File: config.mk
export PLATFORM = sky130hd
export DESIGN_NAME = weight_bram_writer
export DESIGN_NICKNAME = d
export VERILOG_FILES = /design/src/rtl/weight_bram_writer.sv
export SDC_FILE = /design/constraint.sdc
export NUM_CORES = 2
export LEC_CHECK = 0
export ABC_CLOCK_PERIOD_IN_PS = 52700
export CAP_MARGIN = 20
export CELL_PAD_IN_SITES_DETAIL_PLACEMENT = 0
export CELL_PAD_IN_SITES_GLOBAL_PLACEMENT = 1
export CORE_AREA = 2 2 524 526
export CTS_CLUSTER_SIZE = 24
export DETAILED_ROUTE_END_ITERATION = 7
export DIE_AREA = 0 0 526 528
export PLACE_DENSITY = 0.44
export SLEW_MARGIN = 10
export SYNTH_ARGS = -nofsm -noshare
export SYNTH_HDL_FRONTEND = slang
export SYNTH_SLANG_ARGS = --single-unit
File: constraint.sdc
create_clock -name clk -period 52.7 [get_ports clk]
set_input_delay 5.27 -clock clk [delete_from_list [all_inputs] [get_ports clk]]
set_output_delay 5.27 -clock clk [all_outputs]
set_load 0.01 [all_outputs]
File: src/rtl/weight_bram_writer.sv
// Packs a 32-bit valid/ready word stream into 5*MAC_NUM-bit weight lines and
// writes each completed line to consecutive BRAM addresses from a programmable base.
module weight_bram_writer #(
  parameter int MAC_NUM            = 256,
  parameter int BRAM_ADDRESS_WIDTH = 12
) (
  input  logic                            clk,
  input  logic                            rst,
  input  logic                            start,
  input  logic [BRAM_ADDRESS_WIDTH-1:0]   base_addr,
  input  logic [BRAM_ADDRESS_WIDTH:0]     line_count,
  input  logic [31:0]                     s_data,
  input  logic                            s_valid,
  output logic                            s_ready,
  output logic [BRAM_ADDRESS_WIDTH-1:0]   bram_address_W,
  output logic [5*MAC_NUM-1:0]            weight_to_bram,
  output logic                            bram_en,
  output logic                            bram_we,
  output logic                            busy,
  output logic                            done
);

  localparam int LINE_W = 5 * MAC_NUM;
  localparam int WPL    = (LINE_W + 31) / 32;
  localparam int CNT_W  = (WPL > 1) ? $clog2(WPL) : 1;
  localparam int AW     = BRAM_ADDRESS_WIDTH;

  typedef enum logic [1:0] {IDLE, FILL, WRITE, DONE} state_t;

  state_t            state_reg, state_next;
  logic [CNT_W-1:0]  word_cnt_reg;
  logic [AW:0]       lines_left_reg;
  logic [AW-1:0]     addr_reg;
  logic [LINE_W-1:0] line_buf;
  logic              accept;
  logic              last_word;

  // s_ready depends only on state, so accept has no path back into s_ready.
  assign accept    = (state_reg == FILL) && s_valid;
  assign last_word = accept && (word_cnt_reg == CNT_W'(WPL - 1));

  always_ff @(posedge clk or posedge rst) begin
    if (rst) state_reg <= IDLE;
    else     state_reg <= state_next;
  end

  always_comb begin
    state_next = state_reg;
    s_ready    = 1'b0;
    busy       = 1'b1;
    done       = 1'b0;
    bram_en    = 1'b0;
    bram_we    = 1'b0;
    case (state_reg)
      IDLE: begin
        busy = 1'b0;
        if (start) state_next = (line_count != '0) ? FILL : DONE;
      end
      FILL: begin
        s_ready = 1'b1;
        if (last_word) state_next = WRITE;
      end
      WRITE: begin
        bram_en    = 1'b1;
        bram_we    = 1'b1;
        state_next = (lines_left_reg == {{AW{1'b0}}, 1'b1}) ? DONE : FILL;
      end
      DONE: begin
        done       = 1'b1;
        state_next = IDLE;
      end
      default: state_next = IDLE;
    endcase
  end

  always_ff @(posedge clk or posedge rst) begin
    if (rst) begin
      word_cnt_reg   <= '0;
      lines_left_reg <= '0;
      addr_reg       <= '0;
    end else begin
      case (state_reg)
        IDLE: begin
          if (start && (line_count != '0)) begin
            addr_reg       <= base_addr;
            lines_left_reg <= line_count;
            word_cnt_reg   <= '0;
          end
        end
        FILL: begin
          if (last_word)   word_cnt_reg <= '0;
          else if (accept) word_cnt_reg <= word_cnt_reg + 1'b1;
        end
        WRITE: begin
          lines_left_reg <= lines_left_reg - 1'b1;
          addr_reg       <= addr_reg + 1'b1;
        end
        default: ;
      endcase
    end
  end

  // One register per word slot; the final slot keeps only the bits that fit in the line.
  genvar gi;
  generate
    for (gi = 0; gi < WPL; gi++) begin : g_slot
      localparam int LO = 32 * gi;
      localparam int SW = ((LINE_W - LO) < 32) ? (LINE_W - LO) : 32;
      logic [SW-1:0] slot_reg;

      always_ff @(posedge clk or posedge rst) begin
        if (rst)
          slot_reg <= '0;
        else if (accept && (word_cnt_reg == CNT_W'(gi)))
          slot_reg <= s_data[SW-1:0];
      end

      assign line_buf[LO +: SW] = slot_reg;
    end
  endgenerate

  assign weight_to_bram = line_buf;
  assign bram_address_W = addr_reg;

endmodule
==> impl_metrics.ini <==
[outcome]
status = completed

[clocking]
cts_buffers = 168
postCtsSetupBuffers = 0
clock_sinks = 1313
root_buffer = clkbuf_16
cts_hold_buf = 0
htree_levels = 4
clk_pin_slew_worst_paths_ns = 0.05
clock_latency_ns = 0.82
postCtsResizedCells = 0
clock_path_buffers = 4
cts_tree = built

[power]
powerDensity_nw_per_um2 = 55.18
internal_power_mw = 2.782
p_clk_share_pct = 28.7
leakage_nw = 33.53
vdd_drop_max_mv = 0.02895
switching_share_pct = 31.18
pwr-share-comb_pct = 34.1
seqPwrFrac_pct = 37.1
p_switching_mw = 1.261
p_total_mw = 4.043

[synthesis]
synth-seq-area-share_pct = 65.37
syn_nets = 3162
synth.yosys.warnings = 0
synth_area_leaders = dfrtp_1, mux2_2, mux2_1, clkbuf_1, buf_6
syn-instance-count = 3094
ys.flop_type = dfrtp_1
async_flop_share_pct = 100.0
synth_top_area_cell = dfrtp_1
synth_edf_count = 0
synth-seq-cells = 1313
avgSynthCellArea_um2 = 16.24
synth_top_area_share_pct = 65.37
yosysUniqueCellTypes = 67
synth_area_um2 = 50260

[die]
die_area_um2 = 277700
die_h_um = 528
io_pins = 1358
core.rowCount = 192
die_w_um = 526
design.core.area_um2 = 272400
initial_core_util_pct = 18.45

[critical_path]
reg2reg_slack_ns = 48.99
rr_endpoint = g_slot[11].slot_reg[6]$_DFFE_PP0P_
crit_path_max_incr_delay_ns = 0.77
critical_path.max_fanout = 97
crit_buf_inv = 8
critPathTopFamily = buffers and inverters
worstReg2RegStart = state_reg[1]$_DFFE_PP0P_
critPathRequiredTime_ns = 53.55
cp-end-kind = async pin
arrival_ns = 10.75
critPathSlowestCell = buf_4
cp-start-kind = primary input
reg2regPathDepth = 6
worstSetupPathType = primary input to async pin
crit_chain = clkdlybuf4s50_1, inv_8, buf_4, buf_4, buf_4, buf_12, buf_4, buf_4
cp_common_cell = buf_4

[routing]
drc_errors = 0
wirelength_mm = 244.4
drtIter0Drc = 1355
drt_pass1_iterations = 4
vias = 32550
routedWlPerCell_um = 29.85
vias_per_cell = 3.975
drtAntennaViolNets = 0

[timing]
period_share_pct = 18.78
final.min_clock_period_ns = 9.896
tightest_slew_ns = 1.100
final.setup_skew_ns = 0.03767
relSlewSlack_pct = 26.66
setup_violations = 0
grt_setup_unrepaired = false
final_hold_viol_count = 0
setup_slack_ns = 42.80
clock.fmax_mhz = 101.1
tns_ns = 0
slew_violations = 0

[cells_and_area]
layout-area-overhead-vs-synth_pct = 45.78
drive_gt1_share_pct = 34.08
layout.nets = 4502
largest_reg_flops = 1280

[global_routing]
antenna_found_initial = 52
grt_max_degree = 149
grt_pass1_wl_mm = 324.6
gr-total-overflow = 0
first_global_vias = 34100
grt_usage_pct = 17.12

[worst_hold_path]
min_from = g_slot[3].slot_reg[16]$_DFFE_PP0P_
hold_class = flop to flop
holdPathStages = 1
min_to = g_slot[3].slot_reg[16]$_DFFE_PP0P_

[flow_run]
max-cap-violations = 0

[place]
hpwl_mm = 160.3
io_buffers = 1357
place_congestion = 0.7337
place_ws_ns = 41.67
==> synthesized netlist by cell type, types with 5 or more instances <==
cell,number
nor2_8,10
inv_1,14
clkbuf_1,162
o21ai_0,12
mux2_1,128
nand2_1,30
nor4_1,5
ha_1,7
nand3_2,7
dfrtp_1,1313
nor2_1,19
nor2_2,5
mux2_2,1152
a21oi_1,6
buf_6,31
nand4_1,8
nor3_1,7
nand3_1,13
buf_1,10
buf_2,63
==> worst max path at each step <==
stage | slack, ns | cells past startpoint | startpoint | endpoint
3_5_place_dp | 41.67 | 8 | rst | g_slot[14].slot_reg[3]$_DFFE_PP0P_
3_3_place_gp | 41.67 | 8 | rst | g_slot[12].slot_reg[1]$_DFFE_PP0P_
5_1_grt | 42.04 | 8 | rst | g_slot[0].slot_reg[7]$_DFFE_PP0P_
4_1_cts | 42.61 | 8 | rst | g_slot[0].slot_reg[3]$_DFFE_PP0P_
6_report | 42.80 | 8 | rst | g_slot[2].slot_reg[0]$_DFFE_PP0P_
2_1_floorplan | 10.42 | 1 | rst | bram_address_W[0]$_DFFE_PP0P_
==> cell type report <==
| type | instances | area [um^2] |
|---|---|---|
| inverter | 14 | 60.06 |
| fill | 28030 | 199100 |
| clock inverter | 30 | 459.2 |
| clock buffer | 263 | 5004 |
| sequential | 1313 | 32860 |
| timing repair buffer | 1438 | 14120 |
| antenna | 44 | 110.1 |
| multi-input combinational | 1499 | 16170 |
| tap | 3589 | 4491 |
==> per-layer routing <==
| layer | part of all wire (%) | wire (um) | global-route usage [%] | up-vias |
|---|---|---|---|---|
| met5 | 0.066 | 162 | 0 | - |
| met4 | 4.0 | 9717 | 6.678 | 28 |
| met3 | 9.8 | 23910 | 6.804 | 343 |
| met2 | 46 | 113000 | 27.60 | 1353 |
| met1 | 40 | 97680 | 20.33 | 17160 |
| li1 | - | - | - | 13670 |
==> stage by stage <==
step	cells	utilization [%]	hold slack (ns)	instance area, um^2
2_1_floorplan	3094	-	0.5154	50260
5_1_grt	8149	26.86	0.4956	73170
3_3_place_gp	7852	24.84	0.4664	67680
6_report	8190	26.90	0.4818	73270
3_5_place_dp	7852	24.84	0.4737	67680
4_1_cts	8145	26.85	0.4865	73140
==> power groups by stage <==
stage               Combinational [mW]  Sequential (mW)  Clock [mW]
floorplan                        0.341             1.65           0
global placement                  1.40             1.50           0
detailed placement                1.40             1.51           0
CTS                               1.40             1.50        1.21
global route                      1.45             1.55        1.25
finish                            1.38             1.50        1.16
==> layout by cell type, fill, tap and decap left out, types with 4 or more instances in the layout <==
cell / n
a21oi_1: 6
nand3b_1: 4
buf_4: 94
clkinv_2: 11
nand2b_1: 4
nor4_1: 5
and2_1: 4
o21ai_0: 12
nand4_1: 8
clkbuf_8: 40
nand2_1: 27
buf_2: 15
ha_1: 7
nor2_8: 10
nor2_1: 16
dfrtp_1: 1313
clkbuf_1: 53
nor2_4: 7
bufinv_16: 9
nor3_1: 7
a221oi_1: 4
diode_2: 44
nand3_2: 7
clkdlybuf4s50_1: 1325
a31oi_1: 4
a211oi_1: 4
mux2_2: 1152
buf_12: 4
o41ai_1: 4
inv_1: 13
nand3_1: 8
nand3_4: 5
mux2_1: 128
clkbuf_16: 170
==> logic make-up (layout without fill, tap and decap cells) <==
logic type               count (synthesis)  after routing  share of synthesized area, %
AO/OA/AOI/OAI                           67             67                         1.011
XOR/XNOR                                 1              1                       0.01743
adder cells (fa/ha/maj)                  7              7                        0.1742
buffers and inverters                  282           1745                         2.741
flip-flops                            1313           1313                         65.37
multiplexers                          1281           1281                         28.70
other                                    0             44                             0
AND/OR/NAND/NOR                        143            143                         1.989
(Power assumes the default switching activity.)
